### src/rtl/fifo_frame_pkg.sv
// fifo_frame_pkg: shared types and word builders for the frame packer.
// Provides the FSM state enum, header/footer magic bytes and 16-bit
// header/footer word builders (callers zero-extend to the stream width).
package fifo_frame_pkg;

    typedef enum logic [1:0] {
        ST_IDLE,
        ST_HEADER,
        ST_PAYLOAD,
        ST_FOOTER
    } state_t;

    localparam logic [7:0] HDR_MAGIC = 8'hA5;
    localparam logic [7:0] FTR_MAGIC = 8'h5A;

    function automatic logic [15:0] hdr_word(input logic [7:0] cnt);
        return {HDR_MAGIC, cnt};
    endfunction

    function automatic logic [15:0] ftr_word(input logic [7:0] cnt);
        return {FTR_MAGIC, cnt};
    endfunction

endpackage

### src/rtl/axis_out_reg.sv
// axis_out_reg: single-entry output register slice for a valid/ready stream.
// Ports: clk, resetn (sync, active-low); load/load_data/load_last write the
// slot; ready from the sink; valid/data/last drive the sink; slot_free says
// a load this cycle is safe (slot empty or being drained).
module axis_out_reg #(
    parameter int DATA_WIDTH = 16
) (
    input  logic                  clk,
    input  logic                  resetn,
    input  logic                  load,
    input  logic [DATA_WIDTH-1:0] load_data,
    input  logic                  load_last,
    input  logic                  ready,
    output logic                  valid,
    output logic [DATA_WIDTH-1:0] data,
    output logic                  last,
    output logic                  slot_free
);

    assign slot_free = !valid || ready;

    // data/last are only written on load, so they hold while stalled
    always_ff @(posedge clk) begin
        if (!resetn) begin
            valid <= 1'b0;
            data  <= '0;
            last  <= 1'b0;
        end else if (load) begin
            valid <= 1'b1;
            data  <= load_data;
            last  <= load_last;
        end else if (ready) begin
            valid <= 1'b0;
        end
    end

endmodule

### src/rtl/fifo_frame_packer.sv
// fifo_frame_packer: pops an FWFT sample FIFO (max one pop per two cycles)
// and emits header/payload/footer frames on a valid/ready/last stream.
// Ports: CLK, RESETN (sync, active-low); FIFO_DOUT/FIFO_NOT_EMPTY/FIFO_RE
// on the FIFO side; M_TDATA/M_TVALID/M_TREADY/M_TLAST stream; PARTIAL
// pulses after a timeout footer is accepted; FRAME_CNT counts frames.
module fifo_frame_packer
    import fifo_frame_pkg::*;
#(
    parameter int DATA_WIDTH = 16,
    parameter int FRAME_LEN  = 16,
    parameter int TIMEOUT    = 64
) (
    input  logic                  CLK,
    input  logic                  RESETN,
    input  logic [DATA_WIDTH-1:0] FIFO_DOUT,
    input  logic                  FIFO_NOT_EMPTY,
    output logic                  FIFO_RE,
    output logic [DATA_WIDTH-1:0] M_TDATA,
    output logic                  M_TVALID,
    input  logic                  M_TREADY,
    output logic                  M_TLAST,
    output logic                  PARTIAL,
    output logic [7:0]            FRAME_CNT
);

    localparam int IW = $clog2(TIMEOUT + 1);
    localparam logic [IW-1:0] IDLE_LAST = IW'(TIMEOUT - 1);
    localparam logic [IW-1:0] IDLE_MAX  = IW'(TIMEOUT);
    localparam logic [7:0]    PAY_LAST  = 8'(FRAME_LEN - 1);

    state_t state;
    state_t state_nxt;

    logic [7:0]            pay_cnt;
    logic [IW-1:0]         idle_cnt;
    logic                  re_q;
    logic                  timeout_flag;
    logic                  ftr_sent;
    logic                  pop;
    logic                  timeout_hit;
    logic                  ftr_done;
    logic                  slot_free;
    logic                  load;
    logic [DATA_WIDTH-1:0] load_data;
    logic                  load_last;

    // re_q blocks the pop after a pop: the not-empty flag is stale then
    assign pop = (state == ST_PAYLOAD) && FIFO_NOT_EMPTY
              && !re_q && slot_free;
    assign FIFO_RE = pop && RESETN;

    // the idle cycle that would bring idle_cnt to TIMEOUT; a pop wins
    assign timeout_hit = (state == ST_PAYLOAD) && !pop
                      && (idle_cnt == IDLE_LAST);

    always_ff @(posedge CLK) begin
        if (!RESETN) state <= ST_IDLE;
        else         state <= state_nxt;
    end

    always_comb begin
        state_nxt = state;
        load      = 1'b0;
        load_data = '0;
        load_last = 1'b0;
        ftr_done  = 1'b0;
        unique case (state)
            ST_IDLE: begin
                if (FIFO_NOT_EMPTY) state_nxt = ST_HEADER;
            end
            ST_HEADER: begin
                if (slot_free) begin
                    load      = 1'b1;
                    load_data = DATA_WIDTH'(hdr_word(FRAME_CNT));
                    state_nxt = ST_PAYLOAD;
                end
            end
            ST_PAYLOAD: begin
                if (pop) begin
                    load      = 1'b1;
                    load_data = FIFO_DOUT;
                    if (pay_cnt == PAY_LAST) state_nxt = ST_FOOTER;
                end else if (timeout_hit) begin
                    state_nxt = ST_FOOTER;
                end
            end
            ST_FOOTER: begin
                // first load the footer, then wait for its handshake
                if (!ftr_sent) begin
                    if (slot_free) begin
                        load      = 1'b1;
                        load_data = DATA_WIDTH'(ftr_word(pay_cnt));
                        load_last = 1'b1;
                    end
                end else if (M_TVALID && M_TREADY) begin
                    ftr_done  = 1'b1;
                    state_nxt = ST_IDLE;
                end
            end
            default: state_nxt = ST_IDLE;
        endcase
    end

    always_ff @(posedge CLK) begin
        if (!RESETN) begin
            pay_cnt      <= '0;
            idle_cnt     <= '0;
            re_q         <= 1'b0;
            timeout_flag <= 1'b0;
            ftr_sent     <= 1'b0;
            PARTIAL      <= 1'b0;
            FRAME_CNT    <= '0;
        end else begin
            re_q    <= pop;
            PARTIAL <= ftr_done && timeout_flag;
            if (state != ST_PAYLOAD || pop)
                idle_cnt <= '0;
            else if (idle_cnt != IDLE_MAX)
                idle_cnt <= idle_cnt + IW'(1);
            if (ftr_done) begin
                FRAME_CNT    <= FRAME_CNT + 8'd1;
                pay_cnt      <= '0;
                timeout_flag <= 1'b0;
                ftr_sent     <= 1'b0;
            end else begin
                if (pop)         pay_cnt      <= pay_cnt + 8'd1;
                if (timeout_hit) timeout_flag <= 1'b1;
                if (state == ST_FOOTER && load) ftr_sent <= 1'b1;
            end
        end
    end

    axis_out_reg #(
        .DATA_WIDTH(DATA_WIDTH)
    ) u_out (
        .clk       (CLK),
        .resetn    (RESETN),
        .load      (load),
        .load_data (load_data),
        .load_last (load_last),
        .ready     (M_TREADY),
        .valid     (M_TVALID),
        .data      (M_TDATA),
        .last      (M_TLAST),
        .slot_free (slot_free)
    );

endmodule
### config.mk
export PLATFORM = sky130hd
export DESIGN_NAME = fifo_frame_packer
export DESIGN_NICKNAME = d
export VERILOG_FILES = /design/src/rtl/fifo_frame_pkg.sv /design/src/rtl/axis_out_reg.sv /design/src/rtl/fifo_frame_packer.sv
export SDC_FILE = /design/constraint.sdc
export NUM_CORES = 1
export LEC_CHECK = 0
export BUFFER_PORTS_ARGS = -buffer_cell sky130_fd_sc_hd__clkbuf_2
export CAP_MARGIN = 5
export CORE_MARGIN = 10
export CORE_UTILIZATION = 30
export DETAILED_ROUTE_END_ITERATION = 16
export GPL_TIMING_DRIVEN = 0
export REMOVE_ABC_BUFFERS = 1
export SYNTH_ARGS = -nofsm -noshare
export SYNTH_HDL_FRONTEND = slang
export SYNTH_SLANG_ARGS = --single-unit
### constraint.sdc
create_clock -name CLK -period 5.55 [get_ports CLK]
set_input_delay 0.2775 -clock CLK [delete_from_list [all_inputs] [get_ports CLK]]
set_output_delay 0.2775 -clock CLK [all_outputs]
set_load 0.02 [all_outputs]
After elaboration in Yosys (flattened, before gate mapping)
Index checks and enable logic that the tools add are counted.
Storage, ports and cells
  bits in registers: 47
  bits in latches: 0
  memory bits (writable): 0
  bits in read-only memories: 0
  output and inout port bits: 28
  word-level logic and storage cells: 70
  memories: 0
Operators by class
  add/subtract/negate cells: 3
  multiply operators: 0
  divide/modulo/power cells: 0
  order comparisons: 0
  eq/ne operators: 13
  shift-type cells: 0
  multiplexer cells: 23
  bitwise operators: 1
  reductions and logical operators: 19
Operators by type and width (count)
  case mux 16 bit (3 select lines): 1
  two-way mux 16 bit: 2
  two-way mux 15 bit: 2
  adder 8 x 1 -> 8 bit, second input constant: 2
  two-way mux 2 bit: 7
  != test 2 bit, second input constant: 5
  logical AND 1 bit: 9
  two-way mux 1 bit: 9
  == test 8 x 4 -> 1 bit, second input constant: 1
  case mux 2 bit (4 select lines): 1
  adder 7 x 1 -> 7 bit, second input constant: 1
  == test 7 x 6 -> 1 bit, second input constant: 1
  != test 7 bit, second input constant: 1
  AND reduction 6 bit: 1
  == test 2 bit, second input constant: 2
  OR reduction 2 bit: 2
  logical NOT 1 bit: 3
  != test 3 x 2 -> 1 bit, second input constant: 1
  != test 3 bit, second input constant: 1
  case mux 1 bit (3 select lines): 1
  == test 2 x 1 -> 1 bit, second input constant: 1
  logical NOT 2 bit: 1
  logical OR 1 bit: 2
  nonzero test 2 bit: 1
  NOT 1 bit: 1

Longest topological paths before layout
Gate-level depths: netlist of run 1.
  depth in word-level cells: 10
  gate-level depth with buffers: 7
  mapped depth without buffers: 6

Hierarchy
Synthesis of run 1 repeated with hierarchy kept, for this count alone.
Unflattened totals
  cells, all modules: 251
  area, all modules: 2316.0 um^2
Modules (own cells, without submodules)
  fifo_frame_packer: instances 1, cells an instance 193, area an instance 1626.6 um^2
  axis_out_reg: instances 1, cells an instance 58, area an instance 689.4 um^2

Least setup slack after synthesis of run 1
OpenSTA, ideal clock, no wires.
  kind: register -> register
  start: register u_out.valid
  end: register u_out.data[1]
  setup time: 0.072 ns
  data arrival time: 1.756 ns
  path slack: 3.723 ns
  stages on the path, launching flop included: 8
  buffers on the path: 3
  period minus slack after synthesis: 1.827 ns
  cells stage by stage: dfxtp_1 -> nand2b_1 -> buf_6 -> and3_4 -> buf_6 -> o31ai_4 -> buf_6 -> mux2i_1
Between the ends
  word-level cells in the longest chain between the ends: 5
  elaborated cells between the ends (all ways): 12
RTL lines
  start: declaration: line axis_out_reg.sv:14  | output logic valid,
  start signal: assignment: line axis_out_reg.sv:25  | valid <= 1'b0;
  start signal: assignment: line axis_out_reg.sv:29  | valid <= 1'b1;
  start signal: assignment: line axis_out_reg.sv:33  | valid <= 1'b0;
  logical NOT 1 bit *: line axis_out_reg.sv:20  | assign slot_free = !valid || ready;
  logical OR 1 bit *: line axis_out_reg.sv:20
  two-way mux 15 bit, or another cell as far along: line fifo_frame_packer.sv:90  | if (slot_free) begin
  two-way mux 15 bit, or another cell as far along: line fifo_frame_packer.sv:89  | if (!ftr_sent) begin
  case mux 16 bit (3 select lines) or case mux 1 bit (3 select lines) (tied branches): line fifo_frame_packer.sv:67  | unique case (state)
  end signal: assignment: line axis_out_reg.sv:30  | data <= load_data;
  end: declaration: line axis_out_reg.sv:15  | output logic [DATA_WIDTH-1:0] data,
Every way passes the cells marked *; elsewhere a longest branch is shown, timed or not.
A chain may end at the register's enable or synchronous reset.

Final worst setup path of run 1
  start: register u_out.valid
  end: register u_out.data[5]
The elaborated chain is that of the path after synthesis.

==> results of run 1 <==
-- cells by family (layout without fill, tap and decap cells) --
family | after synthesis | after routing
adders and majority gates | 8 | 8
AOI/OAI and AO/OA | 44 | 44
buffers and inverters | 22 | 61
DFF | 47 | 47
xor gates and xnor gates | 13 | 13
muxes | 15 | 15
and+or+nand+nor | 123 | 123
-- report_power, final --
group	total, mW	switching, mW	internal [mW]	leakage (nW)
sequential	0.377	0.0178	0.359	0.379
combinational	0.255	0.162	0.0930	0.755
clock	0.209	0.121	0.0884	0.0412
-- per-stage QoR --
stage                     cells  setup slack (ps)  power, mW  hold WS, ps
after CTS                   413              3010      0.851          211
after floorplan             256              3430      0.566          399
after detailed placement    405              2980      0.642          452
after global placement      405              2990      0.636          447
after global routing        413              2720      0.893          234
final                       413              3040      0.841          210
-- cells in the mapped netlist, types with 2 or more instances --
cell / number / area [um^2]
nor2_1: 14 / 52.6
a21oi_1: 9 / 45.0
nor4_1: 2 / 12.5
nand2_1: 31 / 116
ha_1: 8 / 100
a21boi_0: 4 / 30.0
inv_1: 6 / 22.5
nand4_1: 7 / 43.8
and3_1: 12 / 75.1
dfxtp_1: 47 / 941
xor2_1: 4 / 35.0
clkbuf_1: 12 / 45.0
mux2i_1: 15 / 150
o22ai_1: 4 / 25.0
nor2b_1: 2 / 12.5
and4_1: 12 / 105
buf_6: 3 / 33.8
and2_1: 11 / 68.8
nand2b_1: 3 / 18.8
o21ai_0: 9 / 45.0
or4_1: 3 / 22.5
nor3b_1: 7 / 52.6
nand3_1: 10 / 50.1
or3_1: 4 / 25.0
xnor2_1: 9 / 78.8
nor3_1: 4 / 20.0
o31ai_1: 11 / 82.6
-- state kept, by name, indices dropped and copies added, names as in the netlist, 2 cells and up --
name,cells
idle_cnt,7
u_out.data,16
pay_cnt,8
FRAME_CNT,8
state,2
-- per-layer routing --
metal  track usage  vias up  share of wire
met2         0.162       29           0.48
met3        0.0322        6          0.058
met1         0.127      954           0.45
li1              -     1052              -
met4        0.0307        0          0.011
met5             0        -              0
-- critical path: stages (launching register included) --
cell	delay (ps)
dfxtp_1	430
nand2b_1	470
and3_4	420
o31ai_4	830
mux2i_1	270
-- worst min-delay path by stage --
stage | from | to | slack [ps] | cells after the start
after global placement | u_out.data[2] | u_out.data[2] | 450 | 2
after global routing | FIFO_DOUT[13] | u_out.data[13] | 230 | 3
after floorplan | RESETN | FRAME_CNT[0] | 400 | 1
after CTS | FIFO_DOUT[15] | u_out.data[15] | 210 | 3
final | FIFO_DOUT[15] | u_out.data[15] | 210 | 3
after detailed placement | u_out.data[3] | u_out.data[3] | 450 | 2
-- final cells by class --
cell class / count / area, um^2 / area share
timing repair buffer: 47 / 235 / 0.0851
inverter: 6 / 22.5 / 0.00815
clock inverter: 2 / 12.5 / 0.00453
multi-input combinational: 203 / 1350 / 0.489
clock buffer: 6 / 72.6 / 0.0263
tap: 102 / 128 / 0.0462
sequential: 47 / 941 / 0.340
==> summary.md, run 1 <==
| Metric | Value |
|---|---|
| Gr usage total | `0.101` |
| Largest net degree at the start of global routing | `53` |
| First-pass GRT wire length | `9.80 mm` |
| CTS root buf | `clkbuf_8` |
| Worst R2R Start | `u_out.valid` |
| Post-Layout Inst Area | `0.00276 mm^2` |
| Die X | `109 um` |
| Main synth FF type | `dfxtp_1` |
| Synthesis-stage register bit count | `47` |
| XOR/XNOR Fraction of Synth Area | `0.0474` |
| Compound-Gate Fraction of Synth Area | `0.126` |
| Post-route ant nets | `0` |
| Mux contribution to synthesized area | `0.0626` |
| DRC Markers | `0` |
| VDD IR max | `0.000120 V` |
| R2R setup slack | `3040 ps` |
| Final min period | `2510 ps` |
| Drt pass-1 iters | `4` |
| Final Wtd Congestion | `0.839` |
| CTS Hold Bufs | `0` |
| Simple-gate portion of the synthesized area | `0.286` |
| Placed Area | `0.00268 mm^2` |
| RSZ-0062 raised after global routing | `no` |
| Die area | `0.0120 mm^2` |
| Total of cells resized after clock tree synthesis | `0` |
| Fin. Hold Viols | `0` |
| Initial antenna violation count | `0` |
| Asr flop ratio synth | `0` |
| Initial DRC Count | `63` |
| Main combinational cell family by area after synthesis | `simple AND/OR/NAND/NOR gates` |
| Num rows | `32` |
| Vias | `2041` |
| # nets final | `338` |
| Status | `finished clean` |
| # setup viols final | `0` |
| Worst skew pair latency | `300 ps` |
| IO Count | `48` |
| F_max | `399 MHz` |
| Worst setup path start | `u_out.valid` |
| H-tree levels | `2` |
| Critical path data required time | `5780 ps` |
| Initial Util | `0.309` |
| Slew @ Worst Pin | `1050 ps` |
| Setup repair bufs after CTS | `0` |
| Antenna cells | `0` |
| Leakage power | `1.18 nW` |
| DR WL/cell | `14.4 um` |
| Worst reg2reg path depth | `4` |
| Post-Synth Adder-Cell Area | `0.0417` |
| Chip height | `109 um` |
| Power per standard cell area | `304 mW/mm^2` |
| CP startpoint kind | `flip-flop` |
| Max cap viols | `0` |
| Vias per cell | `4.94` |
| Clock Tree Buf Depth | `2` |
| CTS tree | `done` |
| Core region area | `0.00777 mm^2` |
| Fin. max-slew vios | `0` |
| Routed wire length | `5.95 mm` |
| Sequential fraction of the synthesis area | `0.392` |
| Slew HR | `0.297` |
| Crit Path Class | `reg -> reg` |
| Final period utilization | `0.451` |
| Detailed Place HPWL | `4.33 mm` |
| RR Endpoint | `u_out.data[5]` |
| Yosys Warn Count | `0` |
| Vias in the first global route | `1940` |
| Worst setup endpoint | `u_out.data[5]` |
| Layout Skew | `6.53 ps` |
| CTS sink cnt | `47` |
| Cell Area, Synth | `0.00240 mm^2` |
| Syn Area/Cell | `8.82 um^2` |
| Total CTS buffers | `5` |
| Unique masters post-synth | `36` |
| Share of cells above drive strength 1 | `0.186` |
| Area growth syn-to-layout | `15.2%` |
| Post-layout util | `0.356` |
| Setup total negative slack | `0 ps` |
| Commonest non-fill, non-tap cells in the layout | `47 x dfxtp_1, 47 x clkbuf_2, 31 x nand2_1, 15 x mux2i_1, 14 x nor2_1` |
| HP Class | `in -> reg` |
| CP max FO | `27` |
| Fill cell count | `859` |
| Gr ovfl total | `0` |
| Number of enable-type register cells in the synthesized netlist | `0` |
| Arrival @ worst endpoint | `2740 ps` |
| Mapped Cells | `272` |
| Buffers added on ports | `47` |
| Worst-path clk slew | `90 ps` |
| Crit. End Element | `flip-flop` |
(Power assumes the default switching activity.)
==> inputs of run 2 (changes only) <==
--- a/config.mk
+++ b/config.mk
@@ -5,6 +5,7 @@
 export SDC_FILE = /design/constraint.sdc
 export NUM_CORES = 1
 export LEC_CHECK = 0
+export ABC_AREA = 1
 export BUFFER_PORTS_ARGS = -buffer_cell sky130_fd_sc_hd__clkbuf_2
 export CAP_MARGIN = 5
 export CORE_MARGIN = 10
==> constraint.sdc (replaced) <==
create_clock -name CLK -period 2.5 [get_ports CLK]
set_input_delay 0.125 -clock CLK [delete_from_list [all_inputs] [get_ports CLK]]
set_output_delay 0.125 -clock CLK [all_outputs]
set_load 0.02 [all_outputs]
==> run 2 against run 1 <==
Sequential share of layout area is 0.37 points lower; clock power grew to 2.7 times the previous value; sequential power is 150% higher; clock-buffer cell count is 1 lower; wire length is 0.97% lower; largest power group unchanged.
==> summary.md, run 2 <==
| Metric | Value |
|---|---|
| CTS tree | `done` |
| Cell with the most instances after synthesis | `nand2_1` |
| Die area | `0.0119 mm^2 (-0.73%)` |
| Slew @ Worst Pin | `508 ps (-544 ps)` |
| Asr flop ratio synth | `0 (unchanged)` |
| Detailed Place HPWL | `4.46 mm (+3.1%)` |
| Fin. Hold Viols | `0 (unchanged)` |
| Syn Area/Cell | `6.93 um^2 (-21%)` |
| Leading cell type in the layout, fill and taps excluded | `nand2_1` |
| Vias per cell | `4.57 (-7.5%)` |
| Core region area | `0.00773 mm^2 (-0.52%)` |
| Vias in the first global route | `2133 (+9.9%)` |
| Largest area contributor in the netlist | `dfxtp_1` |
| Final min period | `1950 ps` |
| Gr usage total | `0.0971 (-0.00394)` |
| Num rows | `32 (unchanged)` |
| Crit Path Class | `reg -> out` |
| Final Wtd Congestion | `0.797 (-4.9%)` |
| Leakage power | `1.25 nW (+6.7%)` |
| Commonest non-fill, non-tap cells in the layout | `95 x nand2_1, 47 x dfxtp_1, 47 x inv_1, 47 x clkbuf_2, 43 x nor2_1` |
| Initial antenna violation count | `0 (unchanged)` |
| List of most frequent post-synthesis cells | `95 x nand2_1, 47 x dfxtp_1, 47 x inv_1` |
| # nets final | `416 (+23%)` |
| DRC Markers | `0 (unchanged)` |
| Max stage delay cell, worst path | `dfxtp_1` |
| Power per standard cell area | `866 mW/mm^2 (+180%)` |
| Compound-Gate Fraction of Synth Area | `0.118 (-0.00782)` |
| CTS root buf | `clkbuf_8` |
| First-pass GRT wire length | `9.66 mm (-1.4%)` |
| CP peak stage delay | `340 ps (-490 ps)` |
| Fill cell count | `812 (-5.5%)` |
| Total CTS buffers | `5 (unchanged)` |
| Mux contribution to synthesized area | `0 (-0.0626)` |
| Max cap viols | `0 (unchanged)` |
| Number of enable-type register cells in the synthesized netlist | `0 (unchanged)` |
| XOR/XNOR Fraction of Synth Area | `0.0110 (-0.0364)` |
| Slew HR | `0.662 (+0.364)` |
| Antenna cells | `0 (unchanged)` |
| Unique masters post-synth | `26 (-28%)` |
| Share of Yosys cell area claimed by the top area cell type | `0.396 (+0.00351)` |
| Simple-gate portion of the synthesized area | `0.332 (+0.0462)` |
| CTS sink cnt | `47 (unchanged)` |
| Cell Area, Synth | `0.00238 mm^2 (-0.89%)` |
| Share of cells above drive strength 1 | `0.167 (-0.0194)` |
| IO Count | `48 (unchanged)` |
| Total of cells resized after clock tree synthesis | `0 (unchanged)` |
| Max reg flops | `16 (unchanged)` |
| Sequential fraction of the synthesis area | `0.396 (+0.00351)` |
| Gr ovfl total | `0 (unchanged)` |
| HP Class | `in -> reg` |
| Worst-path clk slew | `100 ps (about the same)` |
| Area growth syn-to-layout | `17.5%` |
| Initial DRC Count | `79 (+25%)` |
| Fin Hold WS | `69.4 ps (-141 ps)` |
| Routed wire length | `5.89 mm (-0.97%)` |
| Main synth FF type | `dfxtp_1` |
| # setup viols final | `0 (unchanged)` |
| Mapped Cells | `343 (+26%)` |
| Largest Register | `u_out.data` |
| DR WL/cell | `12.0 um (-17%)` |
| Worst skew pair latency | `300 ps (about the same)` |
| Initial Util | `0.308 (-0.00115)` |
| PnR worst setup slack | `545 ps (-2500 ps)` |
| Setup repair bufs after CTS | `0 (unchanged)` |
| Crit. End Element | `primary output` |
| Final period utilization | `0.782` |
| Clock Tree Buf Depth | `2 (unchanged)` |
| Status | `finished clean` |
| Synthesis-stage register bit count | `47 (unchanged)` |
| Regs by FF count | `u_out.data (16), FRAME_CNT (8), pay_cnt (8)` |
| Most used cell, CP | `nor2_1` |
| Vias | `2244 (+9.9%)` |
| Buffers added on ports | `47 (unchanged)` |
| Drt pass-1 iters | `4 (unchanged)` |
| Layout Skew | `9.61 ps (+3.09 ps)` |
| Yosys Warn Count | `0 (unchanged)` |
| VDD IR max | `0.000269 V (+120%)` |
| Ranking of synthesized cells by area | `dfxtp_1 40%, nand2_1 15%, inv_1 7.4%` |
| Largest net degree at the start of global routing | `24 (-55%)` |
| Arrival @ worst endpoint | `1830 ps (-910 ps)` |
| CP Cell Sequence | `inv_1 > ha_1 > nand2_1 > nor2_1 > nand2_2 > nor2_1 > clkbuf_2` |
| Post-route ant nets | `0 (unchanged)` |
| Critical path data required time | `2380 ps (-3400 ps)` |
| Setup WS pre-CTS | `627 ps (-2360 ps)` |
| CP max FO | `13 (-52%)` |
| Fin. max-slew vios | `0 (unchanged)` |
| CP startpoint kind | `flip-flop` |
| F_max | `512 MHz` |
| RSZ-0062 raised after global routing | `no` |
| Post-Synth Adder-Cell Area | `0.0421 (+0.000373)` |
| CTS Hold Bufs | `0 (unchanged)` |
| H-tree levels | `2 (unchanged)` |
| Main combinational cell family by area after synthesis | `simple AND/OR/NAND/NOR gates` |
| Die X | `109 um (-0.37%)` |
| Chip height | `109 um (-0.37%)` |
| Setup total negative slack | `0 ps (unchanged)` |
run 2: cell types whose count changed in the layout (fill, tap and decap cells not counted), moves of 5 or more:
cell and delta:
o211ai_1 +9, mux2i_1 -15, and3_1 -12, and4_1 -12
inv_1 +41, nor3b_1 -5, nand3_1 +5, nor2_1 +29
a21oi_1 +18, xnor2_1 -9, nand2_1 +64, and2_1 -11
o31ai_1 -11
run 2: where the power goes:
group / total (mW) / switching (mW) / internal (mW) / leakage, nW
registers: 0.941 / 0.0748 / 0.866 / 0.381
clock network: 0.565 / 0.267 / 0.298 / 0.0581
logic: 0.913 / 0.628 / 0.285 / 0.816
run 2: kinds of logic after synthesis:
group / Yosys count
AOI/OAI and AO/OA: 50
DFF: 47
xor gates and xnor gates: 3
buffers and inverters: 57
and+or+nand+nor: 178
adders and majority gates: 8
run 2: cell type report:
class / instances / area [um^2] / area share
multi-input combinational: 239 / 1200 / 0.429
sequential: 47 / 941 / 0.337
timing repair buffer: 47 / 235 / 0.0842
inverter: 48 / 180 / 0.0645
tap: 102 / 128 / 0.0457
clock buffer: 5 / 68.8 / 0.0246
clock inverter: 3 / 43.8 / 0.0157
run 2: layer usage:
metal / track usage / part of all wire / routed length (um)
met2: 0.163 / 0.46 / 2700
met4: 0.0292 / 0.016 / 93
met5: 0 / 0 / 0
met1: 0.118 / 0.45 / 2680
met3: 0.0277 / 0.072 / 422
run 2: per-stage QoR:
step / util / instances / total power, mW / instance area [um^2]
after floorplan: - / 334 / 1.61 / 2320
after global placement: 0.347 / 483 / 1.86 / 2680
after detailed placement: 0.347 / 483 / 1.88 / 2680
after CTS: 0.362 / 491 / 2.45 / 2790
after global routing: 0.362 / 491 / 2.59 / 2790
final: 0.362 / 491 / 2.42 / 2790
run 2: final timing paths:
path | from | slack [ps] | end | depth (start not counted)
max | state[0] | 550 | FIFO_RE | 7
min | FIFO_DOUT[14] | 70 | u_out.data[14] | 3
max reg2reg | state[0] | 590 | u_out.data[12] | 9
min reg2reg | idle_cnt[3] | 460 | idle_cnt[3] | 2
run 2: critical path: cells and delay by family (launching register included):
| family | cells | cell delay [ps] |
|---|---|---|
| AND/OR/NAND/NOR | 4 | 580 |
| flip-flops | 1 | 340 |
| adder cells (fa/ha/maj) | 1 | 310 |
| buffers and inverters | 2 | 300 |
